$ cat config.mk
export PLATFORM = sky130hd
export DESIGN_NAME = debounce_multi
export DESIGN_NICKNAME = d
export VERILOG_FILES = /design/src/rtl/debounce_pkg.sv /design/src/rtl/debounce_chan.sv /design/src/rtl/debounce_multi.sv
export SDC_FILE = /design/constraint.sdc
export NUM_CORES = 1
export LEC_CHECK = 0
export CAP_MARGIN = 30
export CORE_MARGIN = 2
export CORE_UTILIZATION = 61
export CTS_CLUSTER_DIAMETER = 50
export DETAILED_ROUTE_END_ITERATION = 8
export PLACE_DENSITY = 0.8
export SLEW_MARGIN = 20
export SYNTH_ARGS = -nofsm -noshare
export SYNTH_HDL_FRONTEND = slang
export SYNTH_SLANG_ARGS = --single-unit
$ cat constraint.sdc
create_clock -name clk -period 3.53 [get_ports clk]
set_input_delay 0.706 -clock clk [delete_from_list [all_inputs] [get_ports clk]]
set_output_delay 0.706 -clock clk [all_outputs]
set_load 0.03 [all_outputs]
$ cat src/rtl/debounce_pkg.sv
// Shared constants and helpers for the multi-channel debouncer.
// Default STABLE_CYCLES gives a 10 ms window on the 100 MHz board clock.
package debounce_pkg;

    localparam int CLK_HZ            = 100_000_000;
    localparam int DEBOUNCE_MS       = 10;
    localparam int DEF_STABLE_CYCLES = (CLK_HZ / 1000) * DEBOUNCE_MS;
    localparam int DEF_LONG_CYCLES   = CLK_HZ;

    // Bits needed to hold the values 0..n
    function automatic int cnt_width(input int n);
        return (n < 1) ? 1 : $clog2(n + 1);
    endfunction

endpackage

$ cat src/rtl/debounce_chan.sv
// One debounce channel: synchroniser, stability counter, clean level, strobes.
// DEBOUNCE_LONG_PRESS_EN adds a per-channel hold counter and long-press strobe.
module debounce_chan
    import debounce_pkg::*;
#(
    parameter int STABLE_CYCLES = DEF_STABLE_CYCLES,
    parameter int SYNC_STAGES   = 2,
    parameter int LONG_CYCLES   = DEF_LONG_CYCLES
) (
    input  logic clk,
    input  logic rst_n,
    input  logic din,
    output logic clean,
    output logic rise,
    output logic fall,
    output logic long_press
);

    localparam int CW = cnt_width(STABLE_CYCLES);
    localparam logic [CW-1:0] CNT_LAST = CW'(STABLE_CYCLES - 1);

    logic [SYNC_STAGES-1:0] sync_q, sync_d;
    logic [CW-1:0]          cnt_q, cnt_d;
    logic                   clean_q, clean_d;
    logic                   rise_q, rise_d;
    logic                   fall_q, fall_d;
    logic                   sync;
    logic                   flip;

    assign sync = sync_q[SYNC_STAGES-1];
    assign flip = (sync != clean_q) && (cnt_q == CNT_LAST);

    always_comb begin
        sync_d  = {sync_q[SYNC_STAGES-2:0], din};
        cnt_d   = cnt_q + 1'b1;
        clean_d = clean_q;
        rise_d  = flip & sync;
        fall_d  = flip & ~sync;
        // Any bounce back to the clean level restarts the window
        if (sync == clean_q || flip) begin
            cnt_d = '0;
        end
        if (flip) begin
            clean_d = sync;
        end
    end

    always_ff @(posedge clk or negedge rst_n) begin
        if (!rst_n) begin
            sync_q  <= '0;
            cnt_q   <= '0;
            clean_q <= 1'b0;
            rise_q  <= 1'b0;
            fall_q  <= 1'b0;
        end else begin
            sync_q  <= sync_d;
            cnt_q   <= cnt_d;
            clean_q <= clean_d;
            rise_q  <= rise_d;
            fall_q  <= fall_d;
        end
    end

    assign clean = clean_q;
    assign rise  = rise_q;
    assign fall  = fall_q;

`ifdef DEBOUNCE_LONG_PRESS_EN
    localparam int HW = cnt_width(LONG_CYCLES);
    localparam logic [HW-1:0] HOLD_FIRE = HW'(LONG_CYCLES - 1);
    localparam logic [HW-1:0] HOLD_SAT  = HW'(LONG_CYCLES);

    logic [HW-1:0] hold_q, hold_d;
    logic          long_q, long_d;

    // Saturating past the fire point gives one strobe per press
    always_comb begin
        hold_d = '0;
        long_d = 1'b0;
        if (clean_q) begin
            hold_d = (hold_q == HOLD_SAT) ? hold_q : hold_q + 1'b1;
            long_d = (hold_q == HOLD_FIRE);
        end
    end

    always_ff @(posedge clk or negedge rst_n) begin
        if (!rst_n) begin
            hold_q <= '0;
            long_q <= 1'b0;
        end else begin
            hold_q <= hold_d;
            long_q <= long_d;
        end
    end

    assign long_press = long_q;
`else
    assign long_press = 1'b0 & (LONG_CYCLES > 0);
`endif

endmodule

$ cat src/rtl/debounce_multi.sv
// Multi-channel debouncer: CHANNELS independent debounce_chan copies.
// Define DEBOUNCE_LONG_PRESS_EN to enable the long-press strobes.
module debounce_multi
    import debounce_pkg::*;
#(
    parameter int CHANNELS      = 4,
    parameter int STABLE_CYCLES = DEF_STABLE_CYCLES,
    parameter int SYNC_STAGES   = 2,
    parameter int LONG_CYCLES   = DEF_LONG_CYCLES
) (
    input  logic                clk,
    input  logic                rst_n,
    input  logic [CHANNELS-1:0] bouncey_in,
    output logic [CHANNELS-1:0] clean_out,
    output logic [CHANNELS-1:0] rise_pulse,
    output logic [CHANNELS-1:0] fall_pulse,
    output logic [CHANNELS-1:0] long_press
);

    for (genvar i = 0; i < CHANNELS; i++) begin : g_chan
        debounce_chan #(
            .STABLE_CYCLES (STABLE_CYCLES),
            .SYNC_STAGES   (SYNC_STAGES),
            .LONG_CYCLES   (LONG_CYCLES)
        ) u_chan (
            .clk        (clk),
            .rst_n      (rst_n),
            .din        (bouncey_in[i]),
            .clean      (clean_out[i]),
            .rise       (rise_pulse[i]),
            .fall       (fall_pulse[i]),
            .long_press (long_press[i])
        );
    end

endmodule

==> qor.log <==
qor: floorplanning.die_w 92.0 um
qor: min_path.worst_min_delay_path_category in2async
qor: layout.finish.utilization 66.9%
qor: cts.clk_transition_reported_paths 0.09 ns
qor: global_route.antenna_found_initial 0
qor: placed_design.placement.cell_area 0.00490 mm^2
qor: cts.cts.htree.levels 3
qor: layout.ff_latch_area 0.00250 mm^2
qor: sta.hold_violations 0
qor: sta.worst_slew_margin_rel 54.9%
qor: placed_design.detailedPlacementHpwl 5740 um
qor: route.drtPass1Iterations 4
qor: cts.postCtsSetupBuffers 0
qor: outcome.run_status completed
qor: setup_path.path_max_fanout 16
qor: setup_path.critical_path_buf_inv_count 0
qor: sta.maxClockFrequency 433 MHz
qor: power.standby_leakage_power 2.06 nW
qor: synth.yosys_warnings 0
qor: route.detailroute.via_count 3323
qor: synth.synthesis.instances 459
qor: setup_path.cp.required 3.74 ns
qor: layout.nFillCells 581
qor: sta.fin_crit 2.31 ns
qor: global_route.global_route.overflow_total 0
qor: cts.cts-hold-fix-buffers 0
qor: setup_path.cp_slowest_cell sky130_fd_sc_hd__or4_4
qor: layout.final_area 0.00509 mm^2
qor: setup_path.critical-path-top-delay-family simple AND/OR/NAND/NOR gates
qor: global_route.grt_max_degree 51
qor: power.report.power.total 0.00195 W
qor: placed_design.routabilityCongestion 0.885
qor: setup_path.setup.worst_path.end_class flip-flop
qor: floorplanning.fp-row-count 32
qor: route.dr.first_iter.drc_count 145
qor: layout.antenna_cells_inserted 0
qor: layout.drive_gt1_share 6.54%
qor: cts.cts_sinks 100
qor: route.route.detailed.drc 0
qor: cts.cts_root_buf sky130_fd_sc_hd__clkbuf_8
qor: placed_design.io_buffers 17
qor: run.drv.max_cap_violation_count 0
qor: sta.fin_ws 1.22 ns
qor: setup_path.timing.critical_path.cells ha_1 -> nand3_1 -> or4_4 -> o21ai_2 -> nor2_1
qor: synth.async_reset_ff_share 100%
qor: floorplanning.area_inside_the_core_boundary 0.00761 mm^2
qor: cts.post_cts_resized 0
qor: floorplanning.start_util 62.1%
qor: setup_path.worst_ep_arrival_time 2.52 ns
qor: synth.synth_top_area_cell sky130_fd_sc_hd__dfrtp_1
qor: synth.netlist_top_cells_area sky130_fd_sc_hd__dfrtp_1, sky130_fd_sc_hd__xnor2_1, sky130_fd_sc_hd__nor2_1
qor: synth.ys.flop_type sky130_fd_sc_hd__dfrtp_1
qor: sta.max_slew.worst_pin.slew 0.671 ns
qor: synth.synth-seq-cells 100
qor: layout.multi_input_comb_area 0.00202 mm^2
qor: layout.num-nets-final 480
qor: route.ant_nets 0
qor: setup_path.worstSetupPathType reg2reg
qor: cts.cts_tree built
qor: route.routedWlPerCell 14.3 um
qor: setup_path.cp_slowest_stage_delay 0.64 ns
qor: route.viasPerCell 5.77
qor: cts.cts_buffer_depth 2
qor: synth.synth-seq-area-share 53.0%
qor: power.ir_worst_vdd 0.214 mV
qor: sta.rsz0062_at_grt no
qor: power.power_density 384 mW/mm^2
qor: synth.synthMostInstantiatedCell sky130_fd_sc_hd__dfrtp_1
qor: floorplanning.dieHeight 92.0 um
qor: cts.insertion_delay 0.35 ns
qor: synth.synthDistinctLibCells 43
qor: setup_path.critical_path.startpoint_type flip-flop
qor: global_route.via_count_of_the_first_global_routing_pass 3237
qor: floorplanning.die_area 0.00846 mm^2
qor: placed_design.post-place-ws 1.22 ns
qor: synth.synthesis.area 0.00472 mm^2
qor: sta.setup_viol 0
qor: floorplanning.io_pins 22
qor: layout.synthToLayoutAreaGrowth 7.82%
qor: sta.clock-skew-final 0.00948 ns
qor: synth.yosys-top-cells-count sky130_fd_sc_hd__dfrtp_1, sky130_fd_sc_hd__nor2_1, sky130_fd_sc_hd__xnor2_1
qor: sta.slew_viol_final 0
qor: synth.synth_enable_flop_cells 0
qor: route.postRouteWirelength 8210 um
qor: sta.setup-tns-final 0 ns
qor: synth.synth.avg_cell_area 10.3 um^2
qor: global_route.grt_usage 21.2%
qor: global_route.grt_pass1_wl 14400 um
qor: synth.synthDominantCellAreaShare 53.0%
qor: sta.final.period_utilization 65.5%
qor: cts.tritoncts.num_buffers 9
## final cells by class
class                           instances  area share (%)
Clock inverter                          4           0.959
Tap cell                              102            2.51
Sequential cell                       100            49.2
Clock buffer                           11            2.78
Multi-Input combinational cell        324            39.7
Timing Repair Buffer                   21            3.88
Inverter                               14            1.03
## worst register-to-register path, cell delays in order, from the launching register on
cell and delay, ns:
sky130_fd_sc_hd__dfrtp_1 0.39, sky130_fd_sc_hd__ha_1 0.20, sky130_fd_sc_hd__nand3_1 0.24, sky130_fd_sc_hd__or4_4 0.64, sky130_fd_sc_hd__o21ai_2 0.56, sky130_fd_sc_hd__nor2_1 0.14
## routing by layer
layer | up-vias | wire (um) | GRT usage [%] | share of wire, %
met5 | - | 0 | 0 | 0
met2 | 62 | 3920 | 34.1 | 48
li1 | 1616 | - | - | -
met3 | 6 | 297 | 5.42 | 3.6
met1 | 1639 | 3950 | 29.4 | 48
met4 | 0 | 50 | 4.98 | 0.61
## cell usage in the layout (no fill, tap or decap), drive strengths merged, types with 3 or more instances in the layout
| cell type | netlist | routed |
|---|---|---|
| dfrtp | 100 | 100 |
| xor2 | 17 | 17 |
| nand3 | 25 | 25 |
| nor3 | 14 | 14 |
| nor4 | 15 | 15 |
| o221ai | 4 | 4 |
| nand4 | 22 | 22 |
| xnor2 | 41 | 41 |
| or4 | 9 | 9 |
| or3 | 8 | 8 |
| nor3b | 8 | 8 |
| mux2 | 4 | 4 |
| and3 | 14 | 14 |
| and2 | 6 | 6 |
| buf | 20 | 5 |
| ha | 4 | 4 |
| nor2 | 71 | 71 |
| clkdlybuf4s50 | 0 | 16 |
| o21ai | 8 | 8 |
| o31ai | 7 | 7 |
| or2 | 4 | 4 |
| inv | 14 | 15 |
| conb | 1 | 4 |
| a21oi | 12 | 12 |
| clkbuf | 4 | 11 |
| nand2 | 14 | 14 |
| or4b | 3 | 3 |
## cells by family after synthesis
family	count (synthesis)	synth area share [%]
AO/OA/AOI/OAI	36	5.14
XOR/XNOR	58	10.8
adder cells (fa/ha/maj)	4	1.06
buffers and inverters	38	4.45
flip-flops	100	53.0
multiplexers	6	1.46
other	1	0.0794
AND/OR/NAND/NOR	216	24.0
## registers in the layout, summed over array words and instances, names as in the netlist
name and flops:
g_chan.u_chan.cnt_q 80, g_chan.u_chan.sync_q 8, g_chan.u_chan.clean 4, g_chan.u_chan.fall 4, g_chan.u_chan.rise 4
## path summary, 6_finish.rpt
kind	from	endpoint	slack, ns	cells past startpoint
worst max-delay path	g_chan[3].u_chan.cnt_q[0]	g_chan[3].u_chan.cnt_q[6]	1.22	5
worst min-delay path	rst_n	g_chan[1].u_chan.cnt_q[12]	0.35	1
worst max register to register	g_chan[3].u_chan.cnt_q[0]	g_chan[3].u_chan.cnt_q[6]	1.22	5
worst min register to register	g_chan[0].u_chan.sync_q[0]	g_chan[0].u_chan.sync_q[1]	0.36	0
max in group asynchronous	rst_n	g_chan[1].u_chan.cnt_q[17]	2.36	2
min in group clk	g_chan[0].u_chan.sync_q[0]	g_chan[0].u_chan.sync_q[1]	0.36	0
## metrics by stage
| stage | hold slack (ns) | instances |
|---|---|---|
| 3_3_place_gp | 0.333 | 560 |
| 5_1_grt | 0.364 | 576 |
| 6_report | 0.349 | 576 |
| 3_5_place_dp | 0.339 | 561 |
| 2_1_floorplan | 0.331 | 462 |
| 4_1_cts | 0.361 | 576 |
## where the power goes
| group | switching, W | internal, W | total [W] |
|---|---|---|---|
| Combinational | 0.0000509 | 0.0000210 | 0.0000719 |
| Clock | 0.000363 | 0.000344 | 0.000707 |
| Sequential | 0.0000138 | 0.00116 | 0.00117 |
| Total | 0.000427 | 0.00153 | 0.00195 |
Power figures use the tool's default switching activity.
